--- src/rtl/player_hit_tracker_pkg.sv ---
// Shared definitions for the player hit tracker: slot geometry of the packed
// enemy-projectile buses, FSM state encoding and slot field extractors.
package player_hit_tracker_pkg;

  localparam int NUM_ENEMY_SLOTS = 5;
  localparam int SLOT_Y_W        = 9;
  localparam int SLOT_X_W        = 9;   // slots 0..3
  localparam int SLOT4_X_W       = 10;  // last slot has one extra x bit
  localparam int SLOT4_X_LSB     = 36;
  localparam int PROJ_X_BUS_W    = 46;
  localparam int PROJ_Y_BUS_W    = 45;
  localparam int COORD_W         = 10;
  localparam int IDX_W           = 3;

  typedef enum logic [1:0] {
    ST_IDLE    = 2'd0,
    ST_SCAN    = 2'd1,
    ST_RESOLVE = 2'd2
  } state_e;

  // x of slot idx, zero-extended to COORD_W; slot 4 carries a full 10-bit x
  function automatic logic [COORD_W-1:0] slot_x(input logic [PROJ_X_BUS_W-1:0] bus,
                                                input logic [IDX_W-1:0]        idx);
    logic [COORD_W-1:0] r;
    r = '0;
    if (idx == IDX_W'(NUM_ENEMY_SLOTS-1))
      r = bus[SLOT4_X_LSB +: SLOT4_X_W];
    else if (idx < IDX_W'(NUM_ENEMY_SLOTS-1))
      r = {1'b0, bus[int'(idx)*SLOT_X_W +: SLOT_X_W]};
    return r;
  endfunction

  function automatic logic [SLOT_Y_W-1:0] slot_y(input logic [PROJ_Y_BUS_W-1:0] bus,
                                                 input logic [IDX_W-1:0]        idx);
    logic [SLOT_Y_W-1:0] r;
    r = '0;
    if (idx < IDX_W'(NUM_ENEMY_SLOTS))
      r = bus[int'(idx)*SLOT_Y_W +: SLOT_Y_W];
    return r;
  endfunction

endpackage

--- src/rtl/player_hit_tracker_overlap.sv ---
// proj_box_overlap: combinational point-in-box test of one projectile against
// the player ship box, widened by PROJ_HW on both x sides.
// Ports: proj_x_i/proj_y_i projectile point (y==0 = inactive slot),
//        box_x_i/box_y_i ship box top-left corner, hit_o overlap result.
module proj_box_overlap
  import player_hit_tracker_pkg::*;
#(
  parameter int PLAYER_W = 20,
  parameter int PLAYER_H = 10,
  parameter int PROJ_HW  = 2
) (
  input  logic [COORD_W-1:0]  proj_x_i,
  input  logic [SLOT_Y_W-1:0] proj_y_i,
  input  logic [COORD_W-1:0]  box_x_i,
  input  logic [COORD_W-1:0]  box_y_i,
  output logic                hit_o
);

  // 11-bit arithmetic: box edge + size never wraps
  logic [10:0] px, py, bx, by;

  assign px = {1'b0, proj_x_i};
  assign py = {2'b0, proj_y_i};
  assign bx = {1'b0, box_x_i};
  assign by = {1'b0, box_y_i};

  // x side compared as px+HW >= bx so a box at x=0 still catches x=0
  assign hit_o = (proj_y_i != '0) &&
                 (py >= by) && (py < by + 11'(PLAYER_H)) &&
                 (px + 11'(PROJ_HW) >= bx) && (px < bx + 11'(PLAYER_W + PROJ_HW));

endmodule

--- src/rtl/player_hit_tracker.sv ---
// player_hit_tracker: each game tick, scans the 5 enemy projectile slots one
// per cycle against the player box, debits one life per scan with any hit,
// then holds an invulnerability window. game_over is sticky until clr/play=0.
// Ports: dclk clock, clr sync active-high reset, tick game-step strobe,
//        play enable (0 = idle, lives reloaded), enemy_proj_x/y packed slots,
//        player_x/y box corner; lives, player_hit pulse, hit_mask of last
//        scan, invuln, game_over, busy (SCAN/RESOLVE).
module player_hit_tracker
  import player_hit_tracker_pkg::*;
#(
  parameter int LIVES_INIT   = 3,
  parameter int LIVES_W      = 3,
  parameter int PLAYER_W     = 20,
  parameter int PLAYER_H     = 10,
  parameter int PROJ_HW      = 2,
  parameter int INVULN_TICKS = 60
) (
  input  logic                       dclk,
  input  logic                       clr,
  input  logic                       tick,
  input  logic                       play,
  input  logic [PROJ_X_BUS_W-1:0]    enemy_proj_x,
  input  logic [PROJ_Y_BUS_W-1:0]    enemy_proj_y,
  input  logic [COORD_W-1:0]         player_x,
  input  logic [COORD_W-1:0]         player_y,
  output logic [LIVES_W-1:0]         lives,
  output logic                       player_hit,
  output logic [NUM_ENEMY_SLOTS-1:0] hit_mask,
  output logic                       invuln,
  output logic                       game_over,
  output logic                       busy
);

  localparam int CNT_W = (INVULN_TICKS < 1) ? 1 : $clog2(INVULN_TICKS + 1);

  state_e                     state_q, state_d;
  logic [IDX_W-1:0]           idx_q, idx_d;
  logic [NUM_ENEMY_SLOTS-1:0] acc_q, acc_d;
  logic [NUM_ENEMY_SLOTS-1:0] mask_q, mask_d;
  logic [LIVES_W-1:0]         lives_q, lives_d;
  logic [CNT_W-1:0]           cnt_q, cnt_d;
  logic                       go_q, go_d;
  logic                       hit_q, hit_d;
  logic                       ov;

  // single comparator shared across slots, selected by the scan index
  proj_box_overlap #(
    .PLAYER_W (PLAYER_W),
    .PLAYER_H (PLAYER_H),
    .PROJ_HW  (PROJ_HW)
  ) u_overlap (
    .proj_x_i (slot_x(enemy_proj_x, idx_q)),
    .proj_y_i (slot_y(enemy_proj_y, idx_q)),
    .box_x_i  (player_x),
    .box_y_i  (player_y),
    .hit_o    (ov)
  );

  always_comb begin
    state_d = state_q;
    idx_d   = idx_q;
    acc_d   = acc_q;
    mask_d  = mask_q;
    lives_d = lives_q;
    cnt_d   = cnt_q;
    go_d    = go_q;
    hit_d   = 1'b0;
    case (state_q)
      ST_IDLE: begin
        if (tick && play && !go_q) begin
          state_d = ST_SCAN;
          idx_d   = '0;
          acc_d   = '0;
        end
      end
      ST_SCAN: begin
        acc_d[idx_q] = ov;
        idx_d        = idx_q + IDX_W'(1);
        if (idx_q == IDX_W'(NUM_ENEMY_SLOTS-1)) state_d = ST_RESOLVE;
      end
      ST_RESOLVE: begin
        mask_d  = acc_q;
        state_d = ST_IDLE;
        // an active window only counts down; hits inside it are ignored
        if (cnt_q != '0) begin
          cnt_d = cnt_q - CNT_W'(1);
        end else if (acc_q != '0) begin
          cnt_d = CNT_W'(INVULN_TICKS);
          hit_d = 1'b1;
          if (lives_q != '0) lives_d = lives_q - LIVES_W'(1);
          if (lives_q <= LIVES_W'(1)) go_d = 1'b1;
        end
      end
      default: state_d = ST_IDLE;
    endcase
  end

  // play low behaves exactly like clr, aborting any scan in flight
  always_ff @(posedge dclk) begin
    if (clr || !play) begin
      state_q <= ST_IDLE;
      idx_q   <= '0;
      acc_q   <= '0;
      mask_q  <= '0;
      lives_q <= LIVES_W'(LIVES_INIT);
      cnt_q   <= '0;
      go_q    <= 1'b0;
      hit_q   <= 1'b0;
    end else begin
      state_q <= state_d;
      idx_q   <= idx_d;
      acc_q   <= acc_d;
      mask_q  <= mask_d;
      lives_q <= lives_d;
      cnt_q   <= cnt_d;
      go_q    <= go_d;
      hit_q   <= hit_d;
    end
  end

  assign lives      = lives_q;
  assign player_hit = hit_q;
  assign hit_mask   = mask_q;
  assign invuln     = (cnt_q != '0);
  assign game_over  = go_q;
  assign busy       = (state_q != ST_IDLE);

endmodule

--- config.mk ---
export PLATFORM = sky130hd
export DESIGN_NAME = player_hit_tracker
export DESIGN_NICKNAME = d
export VERILOG_FILES = /design/src/rtl/player_hit_tracker_pkg.sv /design/src/rtl/player_hit_tracker_overlap.sv /design/src/rtl/player_hit_tracker.sv
export SDC_FILE = /design/constraint.sdc
export NUM_CORES = 1
export LEC_CHECK = 0
export CORE_AREA = 3 3 78 154
export CTS_CLUSTER_DIAMETER = 100
export DETAILED_ROUTE_END_ITERATION = 6
export DIE_AREA = 0 0 81 157
export PLACE_DENSITY_LB_ADDON = 0.25
export SLEW_MARGIN = 10
export SYNTH_ARGS = -nofsm -noshare
export SYNTH_HDL_FRONTEND = slang
export SYNTH_SLANG_ARGS = --single-unit
--- constraint.sdc ---
create_clock -name dclk -period 11.2 [get_ports dclk]
set_clock_uncertainty 0.15 [all_clocks]
set_input_delay 2.24 -clock dclk [delete_from_list [all_inputs] [get_ports dclk]]
set_output_delay 2.24 -clock dclk [all_outputs]
set_load 0.01 [all_outputs]
# --- After elaboration in Yosys (flattened, before gate mapping) ---
# Cells that the tools add are included.
totals:
  latch_bits: 0
  inputBits: 115
  ff_bits: 26
  ram_bits: 0
  rom_bits: 0
  n_memories: 0
op_classes:
  n_shift: 2
  n_div: 0
  addsub: 6
  n_reduce_logical: 24
  n_mux: 16
  n_mul: 1
  bitwise_logic: 2
  order_cmp: 9
  n_eq_ne: 5
op_table:
  columns: ["operator", "count"]
  rows:
  - ["$shiftx 46x32->9", 1]
  - ["$shiftx 45x8->9", 1]
  - ["$mux 9", 2]
  - ["$mux 6", 2]
  - ["$add 10x2->11 const B", 1]
  - ["$add 10x4->11 const B", 1]
  - ["$add 10x5->11 const B", 1]
  - ["$ge 11x10->1", 1]
  - ["$lt 10x11->1", 1]
  - ["$lt 9x11->1", 1]
  - ["$ge 9x10->1", 1]
  - ["$mux 10", 1]
  - ["$pmux 5 s2", 1]
  - ["$reduce_bool 9->1", 1]
  - ["$reduce_and 4->1", 2]
  - ["$logic_and 1x1->1", 7]
  - ["$mul 3x4->7 const B", 1]
  - ["$lt 3x3->1 const B", 2]
  - ["$pmux 3 s2", 1]
  - ["$reduce_and 2->1", 3]
  - ["$reduce_bool 2->1", 3]
  - ["$reduce_bool 6->1", 1]
  - ["$sub 6x1->6 const B", 1]
  - ["$bwmux 5", 1]
  - ["22 further kinds", 27]

# --- Logic depth before layout (Yosys ltp) ---
# Gate-level depths: netlist of the first run.
logic_depth:
  word_depth: 10
  mapped_depth: 20
  mapped_depth_nobuf: 15

# --- By module ---
# Synthesis of the first run repeated with hierarchy kept, for this count alone.
unflattened:
  hier_cells: 410
  hier_area_um2: 3199.3
by_module_without_submodules:
  columns: ["module", "area_per_inst_um2", "cells_per_inst", "n_inst"]
  rows:
  - ["player_hit_tracker", 1935.6, 250, 1]
  - ["proj_box_overlap", 1263.7, 160, 1]

# --- Worst setup path after synthesis of the first run ---
# Ideal clock, no wire load.
synth_path:
  kind: "input -> register"
  start: "input enemy_proj_x[28]"
  end: "register acc_q[0]"
  setup_time_ps: 134
  setup_slack_ps: 6486
  path_stages: 15
  arrival_time_ps: 4429
  cell_sequence: "mux2i_1 -> o22ai_1 -> a31oi_1 -> inv_1 -> ha_1 -> nor2b_1 -> nand4_1 -> xnor2_1 -> ha_1 -> a21oi_1 -> o211ai_1 -> a21oi_1 -> o21bai_1 -> a41oi_2 -> o31ai_1"
synth_between:
  elab_chain_cells: 9
  word_cells_on_any_way: 10
  cone_classes: "1 x add/sub; 2 x order compare; 1 x shift; 4 x mux; 2 x reduce/logical"
synth_rtl:
  columns: ["item", "line_no", "text"]
  rows:
  - ["start: declaration", "player_hit_tracker.sv:22", "input logic [PROJ_X_BUS_W-1:0] enemy_proj_x,"]
  - ["$shiftx 46x32->9 *", "player_hit_tracker_pkg.sv:29", "r = {1'b0, bus[int'(idx)*SLOT_X_W +: SLOT_X_W]};"]
  - ["$mux 9 *", "player_hit_tracker_pkg.sv:28", "else if (idx < IDX_W'(NUM_ENEMY_SLOTS-1))"]
  - ["$mux 10 *", "player_hit_tracker_pkg.sv:26", "if (idx == IDX_W'(NUM_ENEMY_SLOTS-1))"]
  - ["$add 10x2->11", "player_hit_tracker_overlap.sv:30", "(px + 11'(PROJ_HW) >= bx) && (px < bx + 11'(PLAYER_W + PROJ_HW));"]
  - ["$ge 11x10->1", "player_hit_tracker_overlap.sv:30", null]
  - ["$logic_and 1x1->1", "player_hit_tracker_overlap.sv:29", "(py >= by) && (py < by + 11'(PLAYER_H)) &&"]
  - ["$logic_and 1x1->1 *", "player_hit_tracker_overlap.sv:30", null]
  - ["$bwmux 5 *", "player_hit_tracker.sv:77", "acc_d[idx_q] = ov;"]
  - ["$pmux 5 s2 *", "player_hit_tracker.sv:68", "case (state_q)"]
  - ["end signal: assignment", "player_hit_tracker.sv:103", "acc_q <= '0;"]
  - ["end signal: assignment", "player_hit_tracker.sv:112", "acc_q <= acc_d;"]
  - ["end: declaration", "player_hit_tracker.sv:38", "logic [NUM_ENEMY_SLOTS-1:0] acc_q, acc_d;"]
# Mark *: on every way between the ends. The rest lies on a longest branch, timed or not.
# A chain may end at the register's enable or synchronous reset.

# --- Worst setup path in the final report of the first run ---
layout_path:
  start: "input enemy_proj_x[10]"
  end: "register acc_q[4]"
# The elaborated chain is that of the path after synthesis.

==> key figures, run 1 <==
Power and ir drop
  – Pwr Total: 0.292 mW
  – Net switching power: 0.0795 mW
  – Sw frac: 27.2%
  – P_int: 0.212 mW
  – Clk network pwr share: 29.2%
  – Seq pwr share: 31.8%
  – Pwr Density: 62.6 nW/um^2
  – Leak pwr: 1.83 nW
  – Combinational share of power: 39.0%
  – Peak supply drop: 0.0668 mV

Final layout
  – Area delta synth->final: 42.8%
  – Layout cell share with drive strength beyond 1: 4.27%
  – Final Non-Filler Cells: 656
  – # nets final: 676
  – Final instance area: 4670 sq um

Global routing
  – GRT Residual Overflow: 0
  – Largest net degree at the start of global routing: 46
  – GRT Total Usage: 16.8%
  – Initial antenna violation count: 1
  – First-pass GRT wire length: 16800 um
  – Number of global-route vias before repair: 3547

Timing
  – Slew HR: 42.4%
  – Slew @ Worst Pin: 0.865 ns
  – Setup tns final: 0 ns
  – Max Slew Vio Count: 0
  – RSZ-0062 raised after global routing: no
  – Final setup viols: 0
  – Ratio of final minimum period to clock period: 47.9%
  – Crit path time final: 5.37 ns
  – Slack of the critical path: 5.83 ns
  – Fmax: 186 MHz
  – Final hold viol count: 0

Synthesis
  – Yosys top cell area share: 17.2%
  – Syn Nets: 562
  – Register area share after synthesis: 15.9%
  – Commonest cells post-synth: ha_1, nor2_1, mux2i_1
  – Most common cell in the netlist: ha_1
  – Area leader, netlist: ha_1
  – Number of enable flip-flop cells after synthesis: 0
  – Count of cell types in the netlist: 64
  – Synth area leaders: ha_1, dfxtp_1, mux2i_1
  – Syn_area_per_cell: 8.13 sq um
  – Ys Warns: 0
  – Synth async-reset ratio: 0%
  – Top_reg_cell synth: dfxtp_1
  – Cell Area, Synth: 3270 sq um
  – #FFs+latches synth: 26
  – Mapped Cells: 402

CTS
  – Sink Count: 26
  – Clock slew at reported path FFs: 0.06 ns
  – Cts hold-fix bufs: 0
  – Clk_lat worst skew: 0.26 ns
  – TritonCTS Buffers: 3
  – # Post-CTS Setup Buffers: 0
  – Clock buffer depth: 2
  – Root buf cell: clkbuf_16
  – Post-CTS Resized: 0
  – H-Tree Level Count: 1
  – CTS tree: yes

Setup path
  – Arrival time worst endpoint: 5.35 ns
  – Kind of critical path: input pin to register
  – Setup crit start kind: input pin
  – Maximum fanout along the worst path: 5
  – Worst setup EP type: register
  – Worst EP required: 11.18 ns

Floorplan
  – Row cnt: 54
  – Die area: 12700 sq um
  – Chip height: 157 um
  – Die width: 81 um
  – Core area: 10900 sq um
  – Io pins: 127
  – Starting Density: 29.9%

Place
  – Post-DP HPWL: 9430 um
  – Place WS: 5.60 ns
  – Cell Area, Placed: 4580 sq um
  – Port buffer count: 126
  – GP Congestion: 0.936
  – Placed Cells: 651

Drt
  – Wirelength, routed: 10900 um
  – Routed Antenna Nets: 0
  – Via-to-Cell Ratio: 5.18
  – Post-route DRC: 0
  – Initial DRC count: 144
  – 1st-pass router iterations: 4
  – Vias: 3395
  – WL/cell: 16.6 um

Run
  – Max Cap Viol: 0

Worst hold path
  – Hold Crit Class: register to register

Status
  – Outcome: finished clean
power groups by stage:
stage	clock network, mW	registers, mW	logic, mW
6_report	0.0853	0.0929	0.114
5_1_grt	0.0928	0.0928	0.125
4_1_cts	0.0877	0.0928	0.114
3_5_place_dp	0	0.0949	0.114
3_3_place_gp	0	0.0949	0.111
2_1_floorplan	0	0.0949	0.0558
cell type report:
cell class              instances  area [sq um]
diodes                          1          2.50
inverters                      34           128
flip-flops and latches         26           522
fillers                      1119          6280
multi-input cells             323          2470
clock buffers                   4          88.8
well taps                     140           175
repair buffers                128          1280
through the flow:
| stage | hold WS (ns) | utilization (%) |
|---|---|---|
| floorplan | 0.318 | - |
| global placement | 0.338 | 41.8 |
| detailed placement | 0.341 | 41.8 |
| CTS | 0.362 | 42.6 |
| global route | 0.392 | 42.6 |
| finish | 0.358 | 42.6 |
placed cells by master (no fill, tap or decap), types with 9 or more instances in the layout:
cell / netlist / final
inv_1: 33 / 33
xnor2_1: 18 / 18
nand3_1: 12 / 12
nand2_1: 22 / 22
ha_1: 45 / 45
mux2i_1: 34 / 34
dfxtp_1: 26 / 25
o2bb2ai_1: 9 / 9
nor2_1: 37 / 37
clkdlybuf4s50_1: 0 / 126
o21ai_0: 12 / 12
a21oi_1: 24 / 24
final timing paths:
path	start	end	slack [ns]	cells after the start
max	enemy_proj_x[10]	acc_q[4]$_SDFFE_PP0P_	5.83	16
min	hit_mask[3]$_SDFFE_PP0N_	hit_mask[3]$_SDFFE_PP0N_	0.36	2
max reg2reg	idx_q[0]$_SDFFE_PP0P_	acc_q[4]$_SDFFE_PP0P_	6.62	16
min reg2reg	hit_mask[3]$_SDFFE_PP0N_	hit_mask[3]$_SDFFE_PP0N_	0.36	2
cells by family (layout without fill, tap and decap cells):
group	Yosys count	count (layout)	synth area share [%]
other	0	1	0
and+or+nand+nor	111	111	16.3
muxes	38	38	12.1
adders and majority gates	45	45	17.2
buffers and inverters	53	166	8.35
AOI/OAI and AO/OA	104	104	23.4
DFF	26	26	15.9
xor gates and xnor gates	25	25	6.70
critical path, cell delays in order:
cell,delay (ns)
clkdlybuf4s50_1,0.40
mux2i_1,0.15
o22ai_1,0.13
a31oi_1,0.40
inv_1,0.13
ha_1,0.24
nor2b_1,0.16
nand4_1,0.14
xnor2_1,0.14
ha_1,0.28
a21oi_1,0.18
o211ai_1,0.11
a21oi_1,0.14
o21bai_1,0.10
a41oi_2,0.27
o31ai_1,0.13
registers in the layout, indices dropped and copies added (netlist names):
| signal | cells |
|---|---|
| state_q | 2 |
| hit_mask | 5 |
| acc_q | 5 |
| idx_q | 3 |
| cnt_q | 6 |
| player_hit | 1 |
| game_over | 1 |
| lives | 3 |
routing by layer:
metal	vias to the layer above	track usage (%)	part of all wire [%]	wire (um)
met5	-	0	0	0
met4	0	6.53	3.7	402
met3	27	1.78	4.8	524
met2	103	33.7	58	6250
met1	1566	16.9	34	3690
li1	1699	-	-	-
Note: power is estimated with default switching activity, not from simulation.
==> run 2: changes to the inputs <==
clock period = 4.3 ns   (was 11.2 ns; I/O delays follow)
==> run 2 against run 1 <==
Compared with the run above: non-clock buffer count is 8 higher; sequential share of layout area shrank 0.14 points; count of clock-buffer cells in the layout stayed put; total power grew to 2.6 times the previous value; critical path depth stayed put; largest cell class unchanged; highest routed layer unchanged.
==> key figures, run 2 (synthesis results as in run 1) <==
Setup path
  – Worst path max stage delay: 0.40 ns (about the same)
  – Worst EP required: 4.28 ns (-6.90 ns)
  – Family with the most delay on the worst path: compound AO/OA/AOI/OAI gates
  – WP buf/inv: 2 (unchanged)
  – Worst-path cell chain: clkdlybuf4s50_1, mux2i_1, o22ai_1, a31oi_1, inv_1, ha_1, nor2b_1, nand4_1, xnor2_1, ha_1, a21oi_1, o211ai_1, a21oi_1, o21bai_1, a41oi_2, o31ai_1
  – Worst setup EP type: register
  – Arrival time worst endpoint: 3.82 ns (-1.53 ns)
  – CP max-delay cell: clkdlybuf4s50_1
  – Maximum fanout along the worst path: 5 (unchanged)
  – Setup crit start kind: input pin
  – Kind of critical path: input pin to register

Floorplan
  – Row cnt: 54 (unchanged)
  – Io pins: 127 (unchanged)
  – Chip height: 157 um (unchanged)
  – Die area: 12700 sq um (unchanged)
  – Die width: 81 um (unchanged)
  – Core area: 10900 sq um (unchanged)
  – Starting Density: 29.9% (unchanged)

Place
  – Port buffer count: 126 (unchanged)
  – Place WS: 0.211 ns (-5.39 ns)
  – GP Congestion: 0.881 (-5.9%)
  – Post-DP HPWL: 9600 um (+1.8%)
  – Cell Area, Placed: 4640 sq um (+1.3%)

Timing
  – RSZ-0062 raised after global routing: no
  – Setup tns final: 0 ns (unchanged)
  – Final setup viols: 0 (unchanged)
  – Slew @ Worst Pin: 0.721 ns (-0.144 ns)
  – Slew HR: 51.9% (+9.5 points)
  – Ratio of final minimum period to clock period: 89.5%
  – Fmax: 260 MHz
  – Crit path time final: 3.85 ns
  – Final hold viol count: 0 (unchanged)
  – Max Slew Vio Count: 0 (unchanged)
  – Slack of the critical path: 0.452 ns (-5.38 ns)

Drt
  – WL/cell: 16.5 um (about the same)
  – Via-to-Cell Ratio: 5.12 (-1.0%)
  – Routed Antenna Nets: 0 (unchanged)
  – Wirelength, routed: 11000 um (+1.2%)
  – Initial DRC count: 132 (-8.3%)
  – 1st-pass router iterations: 4 (unchanged)
  – Post-route DRC: 0 (unchanged)
  – Vias: 3401 (+0.18%)

Final layout
  – Area delta synth->final: 44.6%
  – Commonest non-fill, non-tap cell in the layout: clkdlybuf4s50_1
  – Layout cell share with drive strength beyond 1: 5.74% (+1.5 points)
  – # nets final: 684 (+1.2%)
  – Filler Cells Inserted: 1144 (+2.2%)
  – Max reg flops: 6 (unchanged)
  – Final instance area: 4730 sq um (+1.3%)
  – Highest-count cells in the layout ignoring fill and taps: clkdlybuf4s50_1, ha_1, nor2_1
  – Largest Register: cnt_q

Power and ir drop
  – Pwr Density: 161 nW/um^2 (+160%)
  – Peak supply drop: 0.137 mV (+100%)
  – Leak pwr: 1.87 nW (+2.1%)

CTS
  – CTS tree: yes
  – Sink Count: 26 (unchanged)
  – Clk_lat worst skew: 0.25 ns (about the same)
  – Clock buffer depth: 2 (unchanged)
  – Post-CTS Resized: 0 (unchanged)
  – H-Tree Level Count: 1 (unchanged)
  – TritonCTS Buffers: 3 (unchanged)
  – Root buf cell: clkbuf_16
  – Clock slew at reported path FFs: 0.06 ns (about the same)
  – # Post-CTS Setup Buffers: 0 (unchanged)
  – Cts hold-fix bufs: 0 (unchanged)

Global routing
  – Initial antenna violation count: 1 (unchanged)
  – GRT Total Usage: 16.8% (about the same)
  – GRT Residual Overflow: 0 (unchanged)
  – First-pass GRT wire length: 16900 um (+0.25%)
  – Number of global-route vias before repair: 3483 (-1.8%)
  – Largest net degree at the start of global routing: 24 (-48%)

Worst hold path
  – Hold Crit Class: register to register

Run
  – Max Cap Viol: 0 (unchanged)

Status
  – Outcome: finished clean
-- run 2: cell types whose count changed in the layout (fill, tap and decap cells not counted), sizes merged --
cell | previous run | this run
buf | 2 | 10
-- run 2: area by class of cell --
class	count	area, sq um	share of cell area (%)
antenna	1	2.50	0.0529
clock buffer	4	88.8	1.88
inverter	34	128	2.70
multi-input combinational	323	2470	52.4
sequential	26	522	11.0
tap	140	175	3.71
timing repair buffer	136	1340	28.3
-- run 2: stage by stage --
step                hold slack, ns  total power, mW  instances  util [%]
finish                       0.350            0.760        664      43.2
floorplan                    0.318            0.393        402         -
detailed placement           0.341            0.545        659      42.4
global route                 0.383            0.809        664      43.2
global placement             0.332            0.539        659      42.4
CTS                          0.353            0.766        663      43.2
-- run 2: worst reg2reg max path, delay by kind of cell, from the launching register on --
| kind | cells | cell delay, ns |
|---|---|---|
| DFF | 1 | 0.56 |
| and+or+nand+nor | 3 | 0.60 |
| AOI/OAI and AO/OA | 8 | 1.36 |
| adders and majority gates | 2 | 0.51 |
| buffers and inverters | 2 | 0.35 |
| xor gates and xnor gates | 1 | 0.13 |
-- run 2: final timing paths --
kind / from / end / slack [ns] / cells past startpoint
setup / recovery: enemy_proj_x[28] / acc_q[2]$_SDFFE_PP0P_ / 0.45 / 16
hold / removal: game_over$_SDFFE_PP0P_ / game_over$_SDFFE_PP0P_ / 0.35 / 2
setup reg to reg: idx_q[2]$_SDFFE_PP0P_ / acc_q[2]$_SDFFE_PP0P_ / 0.51 / 16
hold reg to reg: game_over$_SDFFE_PP0P_ / game_over$_SDFFE_PP0P_ / 0.35 / 2
-- run 2: per-layer routing --
metal  global-route usage [%]  vias up  wire [um]
met3                     1.66       20        478
met4                     5.96        0        392
li1                         -     1714          -
met5                        0        -          0
met2                     33.4       94       6300
met1                     17.5     1573       3820
-- run 2: power breakdown --
part           switching [mW]  internal (mW)  total, mW
Clock                  0.0784          0.142      0.220
Sequential            0.00138          0.241      0.243
Combinational           0.125          0.172      0.297
Total                   0.205          0.555      0.760
==> run 3: changes to the inputs <==
CTS_CLUSTER_SIZE = 28   (was unset)
==> results of run 3 <==
No change in the layout: final DEF, timing and power equal those of run 2.
